## src/rtl/decode_issue.sv

```systemverilog
// decode_issue: single-slot decode/issue stage with a register busy scoreboard.
// Decodes the offered instruction, checks RAW/WAW hazards against in-flight
// writes and issues into one registered ex_* slot with a valid/ready handshake.
// Ports:
//   clk, rst_n                 clock, async active-low reset
//   instr_valid/instr/pc       fetch offer; instr_ready accepts it (combinational)
//   readReg1/readReg2          register file read addresses
//   wb_valid/wb_reg            writeback completion, clears the busy bit
//   flush                      discards the occupied ex slot
//   ex_valid/ex_ready          downstream handshake
//   ex_pc..ex_illegal          registered decoded fields of the issued instruction
module decode_issue #(
  parameter int unsigned DATAWIDTH = 32
) (
  input  logic                 clk,
  input  logic                 rst_n,
  input  logic                 instr_valid,
  input  logic [31:0]          instr,
  input  logic [DATAWIDTH-1:0] pc,
  output logic                 instr_ready,
  output logic [4:0]           readReg1,
  output logic [4:0]           readReg2,
  input  logic                 wb_valid,
  input  logic [4:0]           wb_reg,
  input  logic                 flush,
  output logic                 ex_valid,
  input  logic                 ex_ready,
  output logic [DATAWIDTH-1:0] ex_pc,
  output logic [DATAWIDTH-1:0] ex_imm,
  output logic [4:0]           ex_rd,
  output logic [6:0]           ex_opcode,
  output logic [2:0]           ex_funct3,
  output logic                 ex_funct7b5,
  output logic                 ex_regwrite,
  output logic                 ex_illegal
);

  localparam int unsigned NREG = 32;

  localparam logic [6:0] OP_R      = 7'b0110011;
  localparam logic [6:0] OP_IMM    = 7'b0010011;
  localparam logic [6:0] OP_LOAD   = 7'b0000011;
  localparam logic [6:0] OP_JALR   = 7'b1100111;
  localparam logic [6:0] OP_STORE  = 7'b0100011;
  localparam logic [6:0] OP_BRANCH = 7'b1100011;
  localparam logic [6:0] OP_LUI    = 7'b0110111;
  localparam logic [6:0] OP_AUIPC  = 7'b0010111;
  localparam logic [6:0] OP_JAL    = 7'b1101111;

  logic [6:0]           w_opcode;
  logic [4:0]           w_rs1;
  logic [4:0]           w_rs2;
  logic [4:0]           w_rd;
  logic                 w_rs1_used;
  logic                 w_rs2_used;
  logic                 w_wr_type;
  logic                 w_regwrite;
  logic                 w_illegal;
  logic [31:0]          w_imm32;
  logic [DATAWIDTH-1:0] w_imm;
  logic [NREG-1:0]      w_wb_clr;
  logic [NREG-1:0]      w_busy_eff;
  logic [NREG-1:0]      w_busy_nxt;
  logic                 w_hazard;
  logic                 w_accept;
  logic                 w_hold;

  logic [NREG-1:0]      r_busy;
  logic                 r_ex_valid;
  logic [DATAWIDTH-1:0] r_ex_pc;
  logic [DATAWIDTH-1:0] r_ex_imm;
  logic [4:0]           r_ex_rd;
  logic [6:0]           r_ex_opcode;
  logic [2:0]           r_ex_funct3;
  logic                 r_ex_funct7b5;
  logic                 r_ex_regwrite;
  logic                 r_ex_illegal;
  logic [4:0]           r_rs1;
  logic [4:0]           r_rs2;

  assign w_opcode = instr[6:0];
  assign w_rd     = instr[11:7];
  assign w_rs1    = instr[19:15];
  assign w_rs2    = instr[24:20];

  // Opcode classification, source usage and immediate formation.
  always_comb begin
    w_rs1_used = 1'b0;
    w_rs2_used = 1'b0;
    w_wr_type  = 1'b0;
    w_illegal  = 1'b0;
    w_imm32    = 32'd0;
    case (w_opcode)
      OP_R: begin
        w_rs1_used = 1'b1;
        w_rs2_used = 1'b1;
        w_wr_type  = 1'b1;
      end
      OP_IMM, OP_LOAD, OP_JALR: begin
        w_rs1_used = 1'b1;
        w_wr_type  = 1'b1;
        w_imm32    = {{20{instr[31]}}, instr[31:20]};
      end
      OP_STORE: begin
        w_rs1_used = 1'b1;
        w_rs2_used = 1'b1;
        w_imm32    = {{20{instr[31]}}, instr[31:25], instr[11:7]};
      end
      OP_BRANCH: begin
        w_rs1_used = 1'b1;
        w_rs2_used = 1'b1;
        w_imm32    = {{19{instr[31]}}, instr[31], instr[7], instr[30:25], instr[11:8], 1'b0};
      end
      OP_LUI, OP_AUIPC: begin
        w_wr_type = 1'b1;
        w_imm32   = {instr[31:12], 12'd0};
      end
      OP_JAL: begin
        w_wr_type = 1'b1;
        w_imm32   = {{11{instr[31]}}, instr[31], instr[19:12], instr[20], instr[30:21], 1'b0};
      end
      default: w_illegal = 1'b1;
    endcase
  end

  assign w_regwrite = w_wr_type && (w_rd != 5'd0);
  assign w_imm      = DATAWIDTH'($signed(w_imm32));

  // A same-cycle writeback already counts as done; the register file bypasses it.
  assign w_wb_clr   = (wb_valid && (wb_reg != 5'd0)) ? (NREG'(1) << wb_reg) : '0;
  assign w_busy_eff = r_busy & ~w_wb_clr;

  assign w_hazard = (w_rs1_used && w_busy_eff[w_rs1]) ||
                    (w_rs2_used && w_busy_eff[w_rs2]) ||
                    (w_regwrite && w_busy_eff[w_rd]);

  assign instr_ready = !w_hazard && !flush && (!r_ex_valid || ex_ready);
  assign w_accept    = instr_valid && instr_ready;

  // Scoreboard next state: clears first, so a same-cycle set wins.
  always_comb begin
    w_busy_nxt = w_busy_eff;
    if (flush && r_ex_valid && r_ex_regwrite) begin
      w_busy_nxt[r_ex_rd] = 1'b0;
    end
    if (w_accept && w_regwrite) begin
      w_busy_nxt[w_rd] = 1'b1;
    end
    w_busy_nxt[0] = 1'b0;
  end

  // Read addresses stay on the occupied slot while it is stalled so the
  // registered read data stays aligned with the held ex_* fields.
  assign w_hold   = r_ex_valid && !ex_ready;
  assign readReg1 = (instr_valid && !w_hold) ? w_rs1 : r_rs1;
  assign readReg2 = (instr_valid && !w_hold) ? w_rs2 : r_rs2;

  // Issue slot and scoreboard registers.
  always_ff @(posedge clk or negedge rst_n) begin
    if (!rst_n) begin
      r_busy        <= '0;
      r_ex_valid    <= 1'b0;
      r_ex_pc       <= '0;
      r_ex_imm      <= '0;
      r_ex_rd       <= 5'd0;
      r_ex_opcode   <= 7'd0;
      r_ex_funct3   <= 3'd0;
      r_ex_funct7b5 <= 1'b0;
      r_ex_regwrite <= 1'b0;
      r_ex_illegal  <= 1'b0;
      r_rs1         <= 5'd0;
      r_rs2         <= 5'd0;
    end else begin
      r_busy <= w_busy_nxt;
      if (flush) begin
        r_ex_valid <= 1'b0;
      end else if (w_accept) begin
        r_ex_valid    <= 1'b1;
        r_ex_pc       <= pc;
        r_ex_imm      <= w_imm;
        r_ex_rd       <= w_rd;
        r_ex_opcode   <= w_opcode;
        r_ex_funct3   <= instr[14:12];
        r_ex_funct7b5 <= instr[30];
        r_ex_regwrite <= w_regwrite;
        r_ex_illegal  <= w_illegal;
        r_rs1         <= w_rs1;
        r_rs2         <= w_rs2;
      end else if (ex_ready) begin
        r_ex_valid <= 1'b0;
      end
    end
  end

  assign ex_valid    = r_ex_valid;
  assign ex_pc       = r_ex_pc;
  assign ex_imm      = r_ex_imm;
  assign ex_rd       = r_ex_rd;
  assign ex_opcode   = r_ex_opcode;
  assign ex_funct3   = r_ex_funct3;
  assign ex_funct7b5 = r_ex_funct7b5;
  assign ex_regwrite = r_ex_regwrite;
  assign ex_illegal  = r_ex_illegal;

endmodule

```

## config.mk

```make
export PLATFORM = sky130hd
export DESIGN_NAME = decode_issue
export DESIGN_NICKNAME = d
export VERILOG_FILES = /design/src/rtl/decode_issue.sv
export SDC_FILE = /design/constraint.sdc
export NUM_CORES = 1
export LEC_CHECK = 0
export BUFFER_PORTS_ARGS = -buffer_cell sky130_fd_sc_hd__clkbuf_2
export CAP_MARGIN = 10
export CORE_MARGIN = 5
export CORE_UTILIZATION = 50
export CTS_BUF_LIST = sky130_fd_sc_hd__clkbuf_8 sky130_fd_sc_hd__clkbuf_16
export CTS_CLUSTER_SIZE = 20
export DETAILED_ROUTE_END_ITERATION = 8
export GPL_TIMING_DRIVEN = 0
export PLACE_DENSITY = 0.81
export SLEW_MARGIN = 5
export SYNTH_ARGS = -nofsm -noshare
export SYNTH_HDL_FRONTEND = slang
export SYNTH_SLANG_ARGS = --single-unit
```

## constraint.sdc

```tcl
create_clock -name clk -period 4 [get_ports clk]
set_input_delay 1 -clock clk [delete_from_list [all_inputs] [get_ports clk]]
set_output_delay 1 -clock clk [all_outputs]
set_load 0.005 [all_outputs]
```

==> metrics.md <==
| Metric | Value |
|---|---|
| Crit-path max FO | `10` |
| Final min period | `4050 ps` |
| Final worst-path cycle share | `101%` |
| Failing checks | `setup timing` |
| Die Ht | `126 um` |
| Synth Instances | `629` |
| H-tree levels | `4` |
| DR iter-0 viols | `a little over 800` |
| Fmax | `0.247 GHz` |
| Die area | `15800 um^2` |
| Antenna violations before repair | `0` |
| Antenna Nets Post-Route | `0` |
| Syn Area/Cell | `approximately 11 um^2` |
| Slew Limit Headroom | `approximately 16%` |
| Die span in x | `126 um` |
| Top_reg_cell synth | `dfrtp_1` |
| WL final | `23.1 mm` |
| Worst slew pin tran | `~1300 ps` |
| Via/cell ratio | `around 6.2` |
| WL/cell | `22.7 um` |
| Max Cap Viol | `0` |
| Seq/Total Area, Yosys | `46.3%` |
| Post-synthesis cell type count | `63` |
| Initial Util | `50.8%` |
| Vias in the first global route | `about 6600` |
| Footprint of the multi-input gates | `3500 um^2` |
| Unrepaired setup endpoints after global routing | `true` |
| GRT Overall Usage | `between 20% and 30%` |
| Skew final | `a little under 7 ps` |
| Critical path type | `primary input to output pin` |
| Placer congestion estimate | `1.01` |
| Total power draw | `approximately 3.8 mW` |
| Worst Path Required | `3000 ps` |
| Fin Hold WS | `490 ps` |
| Final Hold Viols | `0` |
| Dpl ws | `-756 ps` |
| Worst skew pair latency | `between 400 and 500 ps` |
| Layout area overhead | `31.8%` |
| CTS tree | `yes` |
| DP HPWL | `16.2 mm` |
| FF/Latch Area | `3100 um^2` |
| Leakage Power | `4.22 nW` |
| Outcome | `finished, violations left` |
| Total negative slack | `-54.6 ps` |
| Number of I/O pins | `169` |
| Clock transition at path regs | `50 ps` |
| DRC Markers | `0` |
| Critical path startpoint category | `primary input` |
| First-pass DRT Iterations | `5` |
| Global-route wire length before repair | `36.2 mm` |
| EDFF count, synth | `0` |
| HP Class | `flip-flop to flip-flop` |
| Cell area after synthesis | `around 6700 um^2` |
| Final setup margin | `-54.6 ps` |
| Row cnt | `42` |
| Worst EP arrival | `3050 ps` |
| Ant. Diodes | `0` |
| Clock Path Buffers | `2` |
| Fill cells | `1008` |
| Critical path endpoint category | `output pin` |
| Largest net degree at the start of global routing | `75` |
| IO Port Bufs | `166` |
| Worst vdd ir | `0.000281 V` |
| Finished Core Util | `approximately 67%` |
| Slowest cell on crit path | `a311o_1` |
| Crit-path max cell delay | `roughly 380 ps` |
| CP top delay family | `compound AO/OA/AOI/OAI gates` |
| Cts bufs inserted | `17` |
| Post-Syn Nets | `between 700 and 800` |
| Final setup fails | `1` |
| Clock tree sinks | `about 120` |
| Nets | `between 900 and 1000` |
| Root buffer cell | `clkbuf_16` |
| Worst path bufs/invs | `3` |
| Async S/R FF share, synth | `100%` |
| Yosys warning count | `0` |
| Share of cells above drive strength 1 | `a little over two fifths` |
| Fin. max-slew vios | `0` |
| Yosys reg bits | `124` |
| Worst-path cell chain | `clkbuf_2 -> nor2b_1 -> clkbuf_1 -> a32oi_1 -> nand4_1 -> a311o_1 -> a211oi_4 -> nor3_1 -> and3_1 -> buf_2` |
| Power density cells | `427 nW/um^2` |
| Core ar. | `between 10000 and 15000 um^2` |
| Total grt overflow | `0` |
| Vias after detailed routing | `6348` |
| Hold_buf cts | `0` |
==> report_power, final <==
part,leakage (nW),internal [mW],total [mW],switching (mW)
clock network,0.301,1.04,1.63,0.585
registers,1.59,1.39,1.47,0.0775
logic,2.33,0.313,0.673,0.360
total,4.22,2.75,3.77,1.02
==> synthesized netlist by cell type, types with 5 or more instances <==
library cell	number	area share, %
clkbuf_1	28	1.6
dfrtp_1	124	46
inv_1	32	1.8
nor2b_1	5	0.47
nand2b_1	10	0.93
o21ai_1	5	0.37
nand2_1	27	1.5
a41o_1	28	4.2
buf_2	11	0.82
a21oi_1	54	4.0
a22oi_1	6	0.67
nor3b_1	6	0.67
mux2i_1	36	5.4
and2_1	5	0.47
mux2_2	74	12
o2111ai_1	7	0.92
o211ai_1	10	1.1
nor2_1	24	1.3
nand4_1	5	0.47
o21ai_0	34	2.5
nor3_1	12	0.90
==> per-layer routing <==
layer  GRT usage [%]  vias to the layer above  wire (um)
li1                -                     2765          -
met1            36.9                     3127       9100
met2            45.2                      380      10800
met3            10.2                       76       2500
met4            12.2                        0        779
met5               0                        -          0
==> sequential cells by signal (all words and copies together) (netlist names) <==
signal and cells:
ex_rd 5, r_rs2 5, ex_funct3 3, ex_regwrite 1, ex_pc 32, ex_opcode 7, r_busy 31, ex_funct7b5 1
ex_illegal 1, r_rs1 5, ex_imm 32, ex_valid 1
==> worst paths after layout <==
| kind | from | endpoint | slack [ps] | cells after the start |
|---|---|---|---|---|
| max | instr[7] | instr_ready | -50 | 10 |
| min | ex_pc[17]$_DFFE_PN0P_ | ex_pc[17]$_DFFE_PN0P_ | 490 | 1 |
| max reg2reg | r_busy[11]$_DFF_PN0_ | ex_pc[17]$_DFFE_PN0P_ | 970 | 11 |
| min reg2reg | ex_pc[17]$_DFFE_PN0P_ | ex_pc[17]$_DFFE_PN0P_ | 490 | 1 |
| max in group asynchronous | rst_n | ex_pc[3]$_DFFE_PN0P_ | 2750 | 2 |
| min in group asynchronous | rst_n | ex_imm[7]$_DFFE_PN0P_ | 530 | 1 |
==> worst reg2reg max path, stage by stage (launching register included) <==
cell,delay [ps]
dfrtp_1,380
o21ai_1,230
mux2i_1,140
o211ai_1,240
a2bb2oi_2,210
nor3b_2,70
buf_4,130
buf_4,130
nor4b_4,480
clkbuf_4,350
buf_4,220
mux2_1,330
==> kinds of logic (layout without fill, tap and decap cells) <==
| logic type | Yosys count | count (layout) | synth area share [%] |
|---|---|---|---|
| buffers and inverters | 79 | 292 | 4.86 |
| multiplexers | 115 | 115 | 19.2 |
| AND/OR/NAND/NOR | 124 | 124 | 10.4 |
| XOR/XNOR | 1 | 1 | 0.131 |
| AO/OA/AOI/OAI | 186 | 186 | 19.1 |
| flip-flops | 124 | 124 | 46.3 |
==> placed cells by master (no fill, tap or decap), drive strengths merged, types with 4 or more instances in the layout <==
cell     netlist  layout
a21oi         54      54
a22o           4       4
a22oi          6       6
a31o           4       4
a32oi          4       4
a41o          28      28
and2           5       5
and3           4       4
and3b          4       4
buf           18      41
bufinv         0       4
clkbuf        28     203
clkinv         1       5
dfrtp        124     124
inv           32      36
mux2          76      76
mux2i         36      36
nand2         27      27
nand2b        10      10
nand4          5       5
nand4b         4       4
nor2          24      24
nor2b          5       5
nor3          12      12
nor3b          6       6
o2111ai        7       7
o211ai        10      10
o21ai         39      39
==> timing repair <==
item,in CTS,in global routing
pin swaps,10,12
endpoints found under the hold margin,0,0
setup buffers,10,6
gates resized for setup,68,37
endpoints found under the setup margin,11,65
==> area by class of cell <==
cell class	instances	share of cell area, %
well taps	176	2.49
multi-input cells	426	39.6
plain buffers	44	2.49
inverters	33	1.40
clock inverters	15	2.23
flip-flops and latches	124	35.2
clock buffers	17	4.82
repair buffers	183	11.8
==> per-stage QoR <==
stage | area, um^2 | std cells
after global placement | 7750 | 971
final | 8830 | 1018
after floorplan | 6700 | 629
after detailed placement | 7780 | 972
after CTS | 8680 | 1013
after global routing | 8830 | 1018
Note: power is estimated with default switching activity, not from simulation.
